==> src/rtl/wb_write_queue.sv <==
// Write-back request FIFO feeding the register file write port, with per-operand pending lookup.
// Optional macro WB_FWD_EN adds youngest-entry forwarding hit/data for rs1/rs2.
module wb_write_queue #(
    parameter int ADDR_W = 5,
    parameter int DATA_W = 64,
    parameter int DEPTH  = 4
) (
    input  logic                     clk,
    input  logic                     reset,
    input  logic                     in_valid,
    output logic                     in_ready,
    input  logic [ADDR_W-1:0]        in_addr,
    input  logic [DATA_W-1:0]        in_data,
    input  logic                     wb_hold,
    output logic                     RegWrite,
    output logic [ADDR_W-1:0]        write_reg_addr,
    output logic [DATA_W-1:0]        write_reg_data,
    input  logic [ADDR_W-1:0]        rs1_addr,
    input  logic [ADDR_W-1:0]        rs2_addr,
    output logic                     rs1_pending,
    output logic                     rs2_pending,
    output logic                     rs1_fwd_hit,
    output logic                     rs2_fwd_hit,
    output logic [DATA_W-1:0]        rs1_fwd_data,
    output logic [DATA_W-1:0]        rs2_fwd_data,
    output logic [$clog2(DEPTH):0]   occupancy
);
    localparam int AW = $clog2(DEPTH);
    localparam logic [AW:0] PTR_ONE = (AW+1)'(1);

    logic [AW:0]         head_q, head_d, tail_q, tail_d, count;
    logic [ADDR_W-1:0]   addr_mem_q [DEPTH];
    logic [DATA_W-1:0]   data_mem_q [DEPTH];
    logic                regwrite_q;
    logic [ADDR_W-1:0]   waddr_q;
    logic [DATA_W-1:0]   wdata_q;
    logic                full, empty, push, pop;
    logic                q_hit1, q_hit2;

    // Extra pointer MSB distinguishes full from empty when indices coincide.
    assign count = tail_q - head_q;
    assign empty = (count == '0);
    assign full  = (head_q[AW-1:0] == tail_q[AW-1:0]) && (head_q[AW] != tail_q[AW]);
    assign push  = in_valid && !full && (in_addr != '0);
    assign pop   = !empty && !wb_hold;

    assign head_d = pop  ? head_q + PTR_ONE : head_q;
    assign tail_d = push ? tail_q + PTR_ONE : tail_q;

    assign in_ready       = !full;
    assign occupancy      = count;
    assign RegWrite       = regwrite_q;
    assign write_reg_addr = waddr_q;
    assign write_reg_data = wdata_q;

    always_ff @(posedge clk or negedge reset) begin
        if (!reset) begin
            head_q     <= '0;
            tail_q     <= '0;
            regwrite_q <= 1'b0;
            waddr_q    <= '0;
            wdata_q    <= '0;
        end else begin
            head_q     <= head_d;
            tail_q     <= tail_d;
            regwrite_q <= pop;
            if (pop) begin
                waddr_q <= addr_mem_q[head_q[AW-1:0]];
                wdata_q <= data_mem_q[head_q[AW-1:0]];
            end
        end
    end

    always_ff @(posedge clk) begin
        if (push) begin
            addr_mem_q[tail_q[AW-1:0]] <= in_addr;
            data_mem_q[tail_q[AW-1:0]] <= in_data;
        end
    end

    // A slot is live when its distance from head is below the occupancy.
    always_comb begin
        logic [AW-1:0] offset;
        logic          live;
        q_hit1 = 1'b0;
        q_hit2 = 1'b0;
        offset = '0;
        live   = 1'b0;
        for (int unsigned i = 0; i < DEPTH; i++) begin
            offset = AW'(i) - head_q[AW-1:0];
            live   = ({1'b0, offset} < count);
            if (live && addr_mem_q[i] == rs1_addr) q_hit1 = 1'b1;
            if (live && addr_mem_q[i] == rs2_addr) q_hit2 = 1'b1;
        end
    end

    assign rs1_pending = (rs1_addr != '0) && (q_hit1 || (regwrite_q && waddr_q == rs1_addr));
    assign rs2_pending = (rs2_addr != '0) && (q_hit2 || (regwrite_q && waddr_q == rs2_addr));

`ifdef WB_FWD_EN
    // Walk oldest to youngest so the last match (nearest tail) wins.
    always_comb begin
        logic [AW-1:0] idx;
        logic          live;
        rs1_fwd_hit  = 1'b0;
        rs2_fwd_hit  = 1'b0;
        rs1_fwd_data = '0;
        rs2_fwd_data = '0;
        idx          = '0;
        live         = 1'b0;
        for (int unsigned k = 0; k < DEPTH; k++) begin
            idx  = head_q[AW-1:0] + AW'(k);
            live = ({1'b0, AW'(k)} < count);
            if (live && rs1_addr != '0 && addr_mem_q[idx] == rs1_addr) begin
                rs1_fwd_hit  = 1'b1;
                rs1_fwd_data = data_mem_q[idx];
            end
            if (live && rs2_addr != '0 && addr_mem_q[idx] == rs2_addr) begin
                rs2_fwd_hit  = 1'b1;
                rs2_fwd_data = data_mem_q[idx];
            end
        end
    end
`else
    assign rs1_fwd_hit  = 1'b0;
    assign rs2_fwd_hit  = 1'b0;
    assign rs1_fwd_data = '0;
    assign rs2_fwd_data = '0;
`endif

endmodule
==> config.mk <==
export PLATFORM = sky130hd
export DESIGN_NAME = wb_write_queue
export DESIGN_NICKNAME = d
export VERILOG_FILES = /design/src/rtl/wb_write_queue.sv
export SDC_FILE = /design/constraint.sdc
export NUM_CORES = 1
export LEC_CHECK = 0
export BUFFER_PORTS_ARGS = -buffer_cell sky130_fd_sc_hd__buf_2
export CORE_MARGIN = 4
export CORE_UTILIZATION = 55
export CTS_CLUSTER_SIZE = 25
export DETAILED_ROUTE_END_ITERATION = 10
export GPL_TIMING_DRIVEN = 0
export PLACE_DENSITY = 0.9
export SETUP_SLACK_MARGIN = 0.02
export SYNTH_ARGS = -nofsm -noshare
export SYNTH_HDL_FRONTEND = slang
export SYNTH_SLANG_ARGS = --single-unit
==> constraint.sdc <==
create_clock -name clk -period 7.2 [get_ports clk]
set_input_delay 1.44 -clock clk [delete_from_list [all_inputs] [get_ports clk]]
set_output_delay 1.44 -clock clk [all_outputs]
set_load 0.005 [all_outputs]
**Word-level counts from Yosys, hierarchy flattened**

Memories as Yosys holds them, arrays and structs flattened. A register that Yosys moved wholly into a read port is not among the register bits.
Cells that the tools add are included.

- Register bits: 7
- Bits in writable memories: 276
- Input bits: 83
- Output and inout bits: 206
- Logic and storage cells: 65
- Memories kept: 2

- Add/subtract/negate cells: 7
- $lt $le $gt $ge: 4
- Eq/ne operators: 12
- Mux-type cells: 10
- Reductions and logical operators: 27

Memory list:

| memory | depth | width | read ports | clocked after Yosys merged registers in | wr ports | line | text |
|---|---|---|---|---|---|---|---|
| data_mem_q | 4 | 64 | 1 | 1 | 1 | 33 | `logic [DATA_W-1:0] data_mem_q [DEPTH];` |
| addr_mem_q | 4 | 5 | 5 | 1 | 1 | 32 | `logic [ADDR_W-1:0] addr_mem_q [DEPTH];` |

Operator list:

| operator | number |
|---|---|
| $eq 5x5->1 | 10 |
| $logic_and 1x1->1 | 16 |
| $reduce_bool 5->1 | 3 |
| $lt 2x3->1 | 4 |
| $mux 1 | 10 |
| $add 3x1->3 const B | 2 |
| $logic_not 1->1 | 5 |
| $sub 1x2->2 const A | 2 |
| $sub 2x2->2 const A | 2 |
| $logic_not 3->1 | 1 |
| $sub 3x3->3 | 1 |
| $eq 2x2->1 | 1 |
| $logic_or 1x1->1 | 2 |
| $ne 1x1->1 | 1 |

**Depth between registers and ports, before layout**

- Depth after elaboration: 9
- Mapped depth: 11
- Mapped depth without buffers: 11

**Worst setup path after synthesis**

Ideal clock, no wire load.

- Path type: input port to flip-flop
- Start point: input port in_addr[0]
- End point: memory addr_mem_q[3][0] (enable)
- Setup time: 0.499 ns
- Arrival time: 4.645 ns
- Data required time: 6.701 ns
- Slack: 2.056 ns
- Stages: 3
- Path buffers: 0
- Cell sequence: or4_1 -> o211ai_2 -> nor2_1

- Longest elaborated chain between the ends: 4

RTL lines:

| element | line | text |
|---|---|---|
| start: declaration | 12 | `input logic [ADDR_W-1:0] in_addr,` |
| $reduce_bool 5->1 | 44 | `assign push = in_valid && !full && (in_addr != '0);` |
| $logic_and 1x1->1 | 44 |  |
| $mux 1 | 75 | `if (push) begin` |
| $mux 1 (implied by the code) | 76 | `addr_mem_q[tail_q[AW-1:0]] <= in_addr;` |
| end: declaration | 32 |  |

No other way between the ends.

**Final worst setup path**

- Start point: register head_q[1]
- End point: output port rs2_pending

- Longest elaborated chain between the ends: 9
- Elaborated cells between the ends (all ways): 19
- Classes of those cells: add/sub: 5; order compare: 4; mux: 4; reduce/logical: 6

RTL lines:

| element | line | text |
|---|---|---|
| start: declaration | 31 | `logic [AW:0] head_q, head_d, tail_q, tail_d, count;` |
| start signal: assignment | 58 | `head_q <= '0;` |
| start signal: assignment | 64 | `head_q <= head_d;` |
| $sub 3x3->3 / $sub 1x2->2 (equally long branches) | 41, 90 |  |
| $lt 2x3->1 | 91 | `live = ({1'b0, offset} < count);` |
| $logic_and 1x1->1 | 93 | `if (live && addr_mem_q[i] == rs2_addr) q_hit2 = 1'b1;` |
| $mux 1 (3 in series) | 93 |  |
| $mux 1 (*) | 93 |  |
| $logic_or 1x1->1 (*) | 98 | `assign rs2_pending = (rs2_addr != '0) && (q_hit2 \|\| (regwrite_q && waddr_q == rs2_addr));` |
| $logic_and 1x1->1 (*) | 98 |  |
| end: declaration | 21 | `output logic rs2_pending,` |

Mark *: on every way between the ends. The rest lies on a longest branch, timed or not.

==> flow_metrics.tcl <==
set metrics [dict create \
    min_path_cells 1 \
    layout-drive-gt1-share_pct 44.23 \
    gr-total-overflow 0 \
    antenna_cells 0 \
    place_ws_ns 1.970 \
    hold_violations 0 \
    cts_made_buffers 36 \
    finalNetCount 1205 \
    worstSetupEndpointType "primary output" \
    final-seq-area_um2 10190 \
    ant_nets 0 \
    maxCapViolations 0 \
    post_cts.repair.setup_buffers 0 \
    gp_routability_congestion 0.8574 \
    io-pin-count 289 \
    cts_resized 0 \
    synth_cells 784 \
    wl_per_cell_um 20.77 \
    status "finished, final reports clean" \
    cp.arrival_ns 4.34 \
    rows 60 \
    dp_hpwl_mm 20.71 \
    port_buffers 148 \
    ir_worst_vdd_v 0.0003001 \
    dieArea_um2 29940 \
    drt_pass1_iterations 4 \
    start_kind "flop" \
    htree_levels 2 \
    hold_buffers 0 \
    crit_type "flop to primary output" \
    die_y_um 173.0 \
    ys_seq_area_share_pct 68.01 \
    cts_buffer_depth 3 \
    grt_pass1_vias 8140 \
    dieWidth_um 173.0 \
    hold_ws_ns 0.5013 \
    core-area_um2 26880 \
    cts_tree "built" \
    post-route-drc-count 0 \
    via_count 7580 \
    multiInputGateArea_um2 4033 \
    utilization_pct 66.76 \
    fin_crit_sh_pct 80.30 \
    rsz0062_at_grt "no" \
    setup_violations 0 \
    wl_mm 30.66 \
    area_growth_pct 19.76 \
    period_needed_ns 5.782 \
    max_freq_mhz 173.0 \
    avgSynthCellArea_um2 19.11 \
    viasPerCell 5.136 \
    hold_path_class "flop to flop" \
    clock_latency_ns 0.52 \
    r2r-start "head_q[1]$_DFFE_PN0P_" \
    cellLeakagePower_uw 0.007234 \
    crit_fanout 10 \
    crit_required_ns 5.76 \
    dr.first_iter.drc_count 454 \
    antenna_found_initial 3 \
    synth_area_um2 14980 \
    finalWorstSetupSlack_ns 1.418 \
    cts.clk_slew.worst_paths_ns 0.06 \
    p_per_area_nw_per_um2 417.7 \
    power_uw 7495 \
    ys_seq_elements 352 \
    grt_start_max_net_pins 44 \
    hp-start "write_reg_data[12]$_DFFE_PN0P_" \
    slew_violations 0 \
    cts_root_buf "clkbuf_16" \
    ys_types 31 \
    cts_sinks 352 \
    worst_clock_skew_ns 0.02208 \
    fillers 1745 \
    worst_pin_slew_ns 0.9451 \
    start_util_pct 55.74 \
    max-slew-margin-rel_pct 36.84 \
    critPathLaunch "head_q[1]$_DFFE_PN0P_" \
    ff2ff_path_depth 8 \
    grt_use_total_pct 20.63 \
    yosysWarnings 0 \
    grt_pass1_wl_mm 47.88 \
]
[layer usage]
metal	track usage [%]	up-vias	wire length, um
li1	-	3369	-
met1	25.45	3810	11370
met2	36.05	328	15930
met3	5.684	67	2453
met4	5.953	6	862
met5	0	-	39
[path summary, 6_finish.rpt]
kind / to / slack [ns]
min in group asynchronous: write_reg_data[47]$_DFFE_PN0P_ / 0.91
max in group asynchronous: write_reg_data[18]$_DFFE_PN0P_ / 5.66
min reg2reg: write_reg_data[12]$_DFFE_PN0P_ / 0.50
min: write_reg_data[12]$_DFFE_PN0P_ / 0.50
max: rs2_pending / 1.42
max reg2reg: data_mem_q[1][52]$_DFFE_PP_ / 3.33
[synth_stat cells, drive strengths merged]
master    n  area [um^2]
nand4    10        62.56
fa        1        20.02
xor3      1        25.02
or4       3        22.52
o21ai     5        25.02
clkbuf   18        67.56
nand2     2        10.01
o22a      2        17.52
nor2      5        18.77
a31oi     1        21.27
ha       13        162.7
conb      1        3.750
o211ai    1        12.51
inv      13        48.80
dfrtp    76         1902
nor2b     3        18.77
nand3     3        15.01
edfxtp  276         8288
xnor2    23        201.4
xor2     32        280.3
buf     146         1157
mux4     69         1554
nor4      2        12.51
nor3      8        40.04
mux2     70        994.7
[cells by family after synthesis]
logic type               count (synthesis)  synth area share (%)
AO/OA/AOI/OAI                            9                0.5094
XOR/XNOR                                56                 3.382
adder cells (fa/ha/maj)                 14                 1.219
buffers and inverters                  177                 8.502
flip-flops                             352                 68.01
multiplexers                           139                 17.01
other                                    1               0.02503
AND/OR/NAND/NOR                         36                 1.336
[critical path, cell delays in order (launching register included)]
cell	delay (ns)
dfrtp_1	0.38
clkbuf_1	0.44
clkbuf_1	0.58
inv_1	0.30
fa_1	0.62
inv_1	0.15
ha_1	0.32
nor2b_1	0.12
o21ai_0	0.32
nand4_1	0.12
nor3_1	0.16
o22a_1	0.18
buf_2	0.13
[placed cells by master, fill, tap and decap left out, types with 3 or more instances in the layout]
| master | n |
|---|---|
| nand3_1 | 3 |
| buf_2 | 154 |
| nor3_1 | 8 |
| o21ai_0 | 5 |
| edfxtp_1 | 276 |
| conb_1 | 130 |
| xor2_1 | 32 |
| mux4_2 | 69 |
| ha_1 | 13 |
| dfrtp_1 | 76 |
| xnor2_1 | 23 |
| nor2_4 | 4 |
| or4_1 | 3 |
| buf_4 | 132 |
| inv_1 | 13 |
| clkinv_2 | 9 |
| nor2b_1 | 3 |
| clkbuf_16 | 37 |
| buf_12 | 14 |
| nand4_1 | 10 |
| mux2_4 | 55 |
| clkbuf_1 | 27 |
| clkinv_1 | 3 |
| mux2_2 | 15 |
[final cells by class]
type	count	share of cell area [%]
sequential	352	56.79
multi-input combinational	384	22.48
buffer	164	6.827
clock buffer	48	5.502
timing repair buffer	157	5.188
tap	341	2.378
clock inverter	17	0.5649
inverter	13	0.2720
[state kept, by name (all words and copies together) (netlist names)]
| register | cells |
|---|---|
| head_q | 3 |
| data_mem_q | 256 |
| write_reg_data | 64 |
| write_reg_addr | 5 |
| RegWrite | 1 |
| tail_q | 3 |
| addr_mem_q | 20 |
[metrics by stage]
stage               std cells  TNS (ns)  area (um^2)
finish                   1476         0        17940
global route             1476         0        17940
global placement         1402   -199.22        16630
detailed placement       1411         0        16850
floorplan                 913         0        15470
CTS                      1476         0        17940
[report_power, final]
group          total [uW]  internal (uW)  switching [uW]
Clock                1710            972             736
Combinational        2700           1430            1270
Sequential           3090           2830             263
No activity file was read; power rests on OpenSTA's default activity.
